==> config.mk <==
export PLATFORM = sky130hd
export DESIGN_NAME = pc_fetch_unit
export DESIGN_NICKNAME = d
export VERILOG_FILES = /design/src/rtl/pc_fetch_unit.sv
export SDC_FILE = /design/constraint.sdc
export NUM_CORES = 1
export LEC_CHECK = 0
export ABC_AREA = 0
export BUFFER_PORTS_ARGS = -buffer_cell sky130_fd_sc_hd__buf_2
export CORE_UTILIZATION = 25
export CTS_CLUSTER_SIZE = 12
export DETAILED_ROUTE_END_ITERATION = 6
export HOLD_SLACK_MARGIN = 0.05
export PLACE_DENSITY_LB_ADDON = 0.08
export SLEW_MARGIN = 20
export SYNTH_ARGS = -nofsm -noshare
export SYNTH_HDL_FRONTEND = slang
export SYNTH_SLANG_ARGS = --single-unit
==> constraint.sdc <==
create_clock -name clk -period 4.2 [get_ports clk]
set_input_delay 0.42 -clock clk [delete_from_list [all_inputs] [get_ports clk]]
set_output_delay 0.42 -clock clk [all_outputs]
set_load 0.05 [all_outputs]
==> src/rtl/pc_fetch_unit.sv <==
// rtl/pc_fetch_unit.sv - program counter register and instruction-fetch requester
module pc_fetch_unit #(
    parameter int              XLEN     = 32,
    parameter logic [XLEN-1:0] RESET_PC = '0
) (
    input  logic            clk,
    input  logic            reset,
    input  logic [1:0]      PCSrc,
    input  logic [XLEN-1:0] immExt,
    input  logic [XLEN-1:0] aluResult,
    input  logic            stall,
    input  logic            imem_req_ready,
    output logic            imem_req_valid,
    output logic [XLEN-1:0] imem_addr,
    output logic [XLEN-1:0] PC,
    output logic [XLEN-1:0] PCPlus4,
    output logic [XLEN-1:0] PCTarget,
    output logic            flush,
    output logic            misaligned
);

    localparam logic [1:0] S_BOOT  = 2'd0;
    localparam logic [1:0] S_FETCH = 2'd1;
    localparam logic [1:0] S_TRAP  = 2'd2;

    logic [1:0]      state;
    logic [XLEN-1:0] pc_q;
    logic [XLEN-1:0] pend_target;
    logic            pend_valid;
    logic            flush_q;
    logic            mis_q;

    logic [XLEN-1:0] target;
    logic            redirect;
    logic            bad_target;
    logic            handshake;

    assign PC         = pc_q;
    assign imem_addr  = pc_q;
    assign PCPlus4    = pc_q + XLEN'(4);
    assign PCTarget   = pc_q + immExt;
    assign flush      = flush_q;
    assign misaligned = mis_q;

    // Redirect target selection; jalr clears bit 0, reserved encoding behaves as sequential
    always_comb begin
        target   = PCTarget;
        redirect = 1'b0;
        case (PCSrc)
            2'b01: begin
                target   = PCTarget;
                redirect = 1'b1;
            end
            2'b10: begin
                target   = aluResult & ~{{(XLEN-1){1'b0}}, 1'b1};
                redirect = 1'b1;
            end
            default: begin
                target   = PCTarget;
                redirect = 1'b0;
            end
        endcase
        bad_target = redirect && (target[1:0] != 2'b00);
    end

    assign imem_req_valid = (state == S_FETCH) && !stall;
    assign handshake      = imem_req_valid && imem_req_ready;

    // Sequencing: PC advance, redirect hold-over, misalignment trap
    always_ff @(posedge clk or posedge reset) begin
        if (reset) begin
            state       <= S_BOOT;
            pc_q        <= RESET_PC;
            pend_target <= '0;
            pend_valid  <= 1'b0;
            flush_q     <= 1'b0;
            mis_q       <= 1'b0;
        end else begin
            flush_q <= 1'b0;
            case (state)
                S_BOOT: begin
                    state <= S_FETCH;
                end
                S_FETCH: begin
                    if (bad_target) begin
                        state      <= S_TRAP;
                        mis_q      <= 1'b1;
                        pend_valid <= 1'b0;
                    end else if (handshake) begin
                        pend_valid <= 1'b0;
                        if (redirect) begin
                            pc_q    <= target;
                            flush_q <= 1'b1;
                        end else if (pend_valid) begin
                            pc_q    <= pend_target;
                            flush_q <= 1'b1;
                        end else begin
                            pc_q <= PCPlus4;
                        end
                    end else if (redirect) begin
                        // Latest redirect wins over any older held one
                        pend_target <= target;
                        pend_valid  <= 1'b1;
                    end
                end
                S_TRAP: begin
                    state <= S_TRAP;
                end
                default: begin
                    state <= S_BOOT;
                end
            endcase
        end
    end

endmodule
==> results.sh, run 1 <==
export IMPL_outcome="completed"
export IMPL_synth_nets=884
export IMPL_routed_wl_um=23400
export IMPL_grt_usage_pct=18.46
export IMPL_critPathRequiredTime_ns=3.78
export IMPL_post_cts_setup_buffer_count=0
export IMPL_clk_latency_ns=0.35
export IMPL_avgSynthCellArea_um2=8.043
export IMPL_fin_tns_setup_ns=0
export IMPL_ant_nets=0
export IMPL_grt_ovfl_total=0
export IMPL_dp_hpwl_um=17650
export IMPL_cts_buffer_depth=2
export IMPL_crit_fanout=5
export IMPL_yosys_area_top_type="dfrtp_1"
export IMPL_rr_endpoint="pend_target[26]"
export IMPL_pin_count=201
export IMPL_max_freq_ghz=0.2545
export IMPL_gr_usage_met3_pct=2.883
export IMPL_antenna_found_initial=1
export IMPL_hp_class="in2async"
export IMPL_cp_start_kind="flip-flop"
export IMPL_critical_path_startpoint="PC[0]"
export IMPL_fin_skew_ns=0.009221
export IMPL_reg2reg_from="PC[0]"
export IMPL_nNetsFinal=1042
export IMPL_maxCapViolCount=0
export IMPL_dieArea_um2=25670
export IMPL_rsz0062_at_grt="no"
export IMPL_use_met2_pct=29.70
export IMPL_holdBufCountCts=0
export IMPL_wl_per_cell_um=18.49
export IMPL_area_delta_synth_final_pct=22.80
export IMPL_vias=6089
export IMPL_initial_core_util_pct=25.58
export IMPL_cts_clk_slew_worst_paths_ns=0.07
export IMPL_grt_max_degree=41
export IMPL_grt_met1_usage_pct=25.97
export IMPL_globalplace_congestion=0.8171
export IMPL_synth_area_leaders="dfrtp_1, ha_1, nand2_1, a21oi_1, o21ai_0"
export IMPL_synth_yosys_seq_area_share_pct=27.59
export IMPL_drtIter0Drc=299
export IMPL_yosys_cell_count_top_type="nand2_1"
export IMPL_cp_end_kind="output port"
export IMPL_grt_most_used_layer="met2"
export IMPL_ys_ff_latch=69
export IMPL_die_x_um=160.2
export IMPL_synth_top_cell_area_share_pct=27.59
export IMPL_fill_cells=2699
export IMPL_grt_first_pass_wirelength_um=36180
export IMPL_cts_root_buf="clkbuf_16"
export IMPL_ys_types=68
export IMPL_crit_type="reg2out"
export IMPL_netlist_top_cells_count="nand2_1, dfrtp_1, a21oi_1"
export IMPL_htreeDepth=3
export IMPL_cts_tree="done"
export IMPL_route_detailed_drc=0
export IMPL_cts_sinks=69
export IMPL_cts_made_buffers=9
export IMPL_antenna_cells=0
export IMPL_r2r_cells=11
export IMPL_rrSetupSlack_ns=1.00
export IMPL_tightest_slew_ns=0.6485
export IMPL_layout_drive_gt1_share_pct=29.01
export IMPL_relSlewSlack_pct=56.61
export IMPL_finalHoldViolations=0
export IMPL_core_um2=24460
export IMPL_endpoint="PCTarget[26]"
export IMPL_setup_violations=0
export IMPL_cts_resized_gates=0
export IMPL_ys_dominant_reg_cell="dfrtp_1"
export IMPL_min_period_over_period_pct=93.56
export IMPL_die_height_um=160.2
export IMPL_firstDrtPassIters=4
export IMPL_synth_edff_count=0
export IMPL_final_max_slew_viol_count=0
export IMPL_grt_pass1_vias=5957
export IMPL_fin_crit_ns=3.929
export IMPL_syn_area_um2=6257
export IMPL_synthCells=778
export IMPL_synth_async_reset_ratio_pct=100.0
export IMPL_synth_warnings=0
export IMPL_rows=57
export IMPL_port_buffers=199
export IMPL_arrival_ns=3.51
export IMPL_drt_vias_per_instance=4.813
registers in the layout (all words and copies together) (netlist names):
signal       count
PC              32
flush            1
misaligned       1
pend_target     32
pend_valid       1
state            2
placed cells by master, fill, tap and decap left out, drive strengths merged, types with 11 or more instances in the layout:
cell / synthesis / final
buf: 43 / 216
nand2: 106 / 106
o21ai: 74 / 74
a21oi: 70 / 70
dfrtp: 69 / 69
nor2: 58 / 58
xnor2: 35 / 35
ha: 35 / 35
mux2i: 30 / 30
nand3: 23 / 23
xor2: 22 / 22
inv: 21 / 22
mux2: 17 / 17
nor3: 14 / 14
nand2b: 12 / 12
nor2b: 11 / 11
metal layers:
metal / up-vias / share of wire [%] / wire length [um]
met1: 2868 / 50 / 11610
met4: 2 / 0.98 / 229
met2: 145 / 46 / 10730
met3: 15 / 3.5 / 808
met5: - / 0.051 / 12
li1: 3059 / - / -
metrics by stage:
stage	std cells	worst slack, ns	hold slack (ns)	utilization [%]	area (um2)
after floorplan	778	0.5080	0.4413	-	6257
after global placement	1249	0.5471	0.4579	30.18	7383
after detailed placement	1249	0.5518	0.4519	30.18	7383
after CTS	1265	0.2425	0.07838	31.41	7684
after global routing	1265	0.06608	0.1007	31.41	7684
final	1265	0.2707	0.07147	31.41	7684
layout make-up:
cell class	instances	area [um2]	area share [%]
Sequential cell	69	1728	22.49
Inverter	21	78.83	1.026
Clock buffer	9	225.2	2.931
Timing Repair Buffer	216	1124	14.62
Clock inverter	7	75.07	0.9770
Tap cell	324	405.4	5.276
Multi-Input combinational cell	619	4048	52.68
worst min path at each step:
| stage | startpoint | to | slack [ns] |
|---|---|---|---|
| 5_1_grt | reset | PC[6] | 0.10 |
| 4_1_cts | reset | pend_target[6] | 0.08 |
| 2_1_floorplan | pend_target[12] | pend_target[12] | 0.44 |
| 3_5_place_dp | reset | pend_target[14] | 0.45 |
| 3_3_place_gp | reset | PC[12] | 0.46 |
| 6_report | reset | PC[6] | 0.07 |
cell families (layout without fill, tap and decap cells):
family | Yosys count | after routing | share of synthesized area, %
buf+inv | 90 | 253 | 7.798
xor+xnor | 57 | 57 | 7.978
flops | 69 | 69 | 27.59
mux | 47 | 47 | 7.858
simple gates | 261 | 261 | 19.96
fa+ha+maj | 36 | 36 | 7.319
compound gates | 218 | 218 | 21.50
critical path, cell delays in order (launching register included):
cell and delay, ns:
dfrtp_1 0.42, ha_1 0.24, fa_1 0.42, a21oi_1 0.24
nor3b_1 0.12, o31ai_2 0.30, o21ai_2 0.18, a21oi_4 0.19
o22ai_1 0.17, a311oi_2 0.30, xnor2_1 0.26, inv_1 0.07
buf_2 0.22
Power of run 1 is left out: the tool's default activity adds up to more than one toggle a clock period on the data nets, which glitch-free logic cannot reach.
==> run 2, diff against run 1 <==
- PLACE_DENSITY_LB_ADDON: 0.08 -> 0.25
==> run 2 against run 1 <==
Die area unchanged. Register-to-register slack got worse by 0.20 ns. Clock skew decreased by 0.0025 ns. Via count increased by 1.4%. Maximum frequency decreased by 0.51%. Largest cell class unchanged. Non-clock buffer count decreased by 3. Clock-buffer cell count increased by 4. Final cell count decreased by 0.24%. Worst setup slack got worse by 0.020 ns. First-iteration DRC count increased by 46%.
==> results.sh, run 2 (synthesized netlist as in run 1, its figures left out) <==
export IMPL_dieArea_um2=25670
export IMPL_pin_count=201
export IMPL_crit_chain="ha_1, a211oi_1, nor2_1, a211oi_2, a211o_1, a21oi_2, a31oi_2, o21ai_1, xnor2_1, inv_1, buf_2"
export IMPL_grt_ovfl_total=0
export IMPL_setup_violations=0
export IMPL_cts_clk_slew_worst_paths_ns=0.06
export IMPL_cts_tree="done"
export IMPL_tightest_slew_ns=0.9045
export IMPL_drt_vias_per_instance=4.891
export IMPL_layout_drive_gt1_share_pct=28.39
export IMPL_final_max_slew_viol_count=0
export IMPL_met1_length_um=11470
export IMPL_rsz0062_at_grt="no"
export IMPL_slowest_delay_ns=0.56
export IMPL_vias=6173
export IMPL_wl_met2_um=9997
export IMPL_grt_max_degree=41
export IMPL_route_detailed_drc=0
export IMPL_wl_per_cell_um=18.13
export IMPL_seq_area_um2=1728
export IMPL_cp_end_kind="output port"
export IMPL_antenna_found_initial=1
export IMPL_core_um2=24460
export IMPL_ant_nets=0
export IMPL_max_freq_ghz=0.2532
export IMPL_grt_usage_pct=17.73
export IMPL_cts_buffer_depth=2
export IMPL_port_buffers=199
export IMPL_routed_wl_um=22890
export IMPL_globalplace_congestion=0.8366
export IMPL_fill_cells=2647
export IMPL_reg2reg_from="PC[2]"
export IMPL_finalHoldViolations=0
export IMPL_htreeDepth=3
export IMPL_nNetsFinal=1039
export IMPL_min_period_over_period_pct=94.04
export IMPL_crit_fanout=9
export IMPL_clk_latency_ns=0.34
export IMPL_grt_pass1_vias=5838
export IMPL_slowest_stage="a211oi_2"
export IMPL_holdBufCountCts=0
export IMPL_critPathRequiredTime_ns=3.78
export IMPL_crit_type="reg2out"
export IMPL_fin_skew_ns=0.006716
export IMPL_fin_crit_ns=3.949
export IMPL_die_x_um=160.2
export IMPL_dp_hpwl_um=16920
export IMPL_die_height_um=160.2
export IMPL_firstDrtPassIters=5
export IMPL_mostFrequentLayoutCells="buf_2, nand2_1, dfrtp_1, a21oi_1, o21ai_0"
export IMPL_grt_first_pass_wirelength_um=34750
export IMPL_top_layer="met5"
export IMPL_cts_sinks=69
export IMPL_arrival_ns=3.53
export IMPL_post_cts_setup_buffer_count=0
export IMPL_maxCapViolCount=0
export IMPL_fin_tns_setup_ns=0
export IMPL_multiInputGateArea_um2=4048
export IMPL_relSlewSlack_pct=39.61
export IMPL_cts_made_buffers=9
export IMPL_cp_start_kind="flip-flop"
export IMPL_final_common_cell="buf_2"
export IMPL_drtIter0Drc=437
export IMPL_initial_core_util_pct=25.58
export IMPL_rows=57
export IMPL_hp_class="in2async"
export IMPL_dr_wl_met3_um=1122
export IMPL_cts_resized_gates=0
export IMPL_cts_root_buf="clkbuf_16"
export IMPL_critical_path_startpoint="PC[2]"
export IMPL_outcome="completed"
export IMPL_area_delta_synth_final_pct=22.24
==> run 2: area by class of cell <==
| cell class | instances | area share, % |
|---|---|---|
| antenna | 1 | 0.03272 |
| clock buffer | 13 | 3.272 |
| clock inverter | 2 | 0.4580 |
| inverter | 21 | 1.031 |
| multi-input combinational | 619 | 52.92 |
| sequential | 69 | 22.59 |
| tap | 324 | 5.300 |
| timing repair buffer | 213 | 14.40 |
==> run 2: path summary, 6_finish.rpt <==
kind                       depth (start not counted)         endpoint  slack [ns]
min in group clk                                   3  pend_target[31]        0.38
setup reg to reg                                  10  pend_target[29]        0.80
hold reg to reg                                    1       misaligned        0.47
setup / recovery                                  11     PCTarget[27]        0.25
max in group asynchronous                          3  pend_target[15]        2.92
hold / removal                                     2            PC[1]        0.28
==> run 2: metrics by stage <==
stage          hold WS [ns]  cell area [um2]  instances  util (%)  worst slack, ns
3_5_place_dp         0.4578             7361       1246     30.09           0.5119
3_3_place_gp         0.4592             7361       1246     30.09           0.5256
2_1_floorplan        0.4413             6257        778         -           0.5080
5_1_grt              0.3666             7646       1261     31.26         0.003059
4_1_cts              0.3110             7646       1261     31.26           0.2369
6_report             0.2757             7649       1262     31.27           0.2505
==> run 2: layer usage <==
layer  track usage (%)  vias to the layer above
li1                  -                     3039
met2             27.35                      193
met3             2.494                       24
met5                 0                        -
met1             25.64                     2915
met4             4.719                        2
==> run 2: critical path: cells and delay by family (launching register included) <==
kind	cells	cell delay (ns)
AOI/OAI and AO/OA	6	1.65
DFF	1	0.49
xor gates and xnor gates	1	0.35
adders and majority gates	1	0.28
buffers and inverters	2	0.28
and+or+nand+nor	1	0.14
Power of run 2 is left out for the same reason.
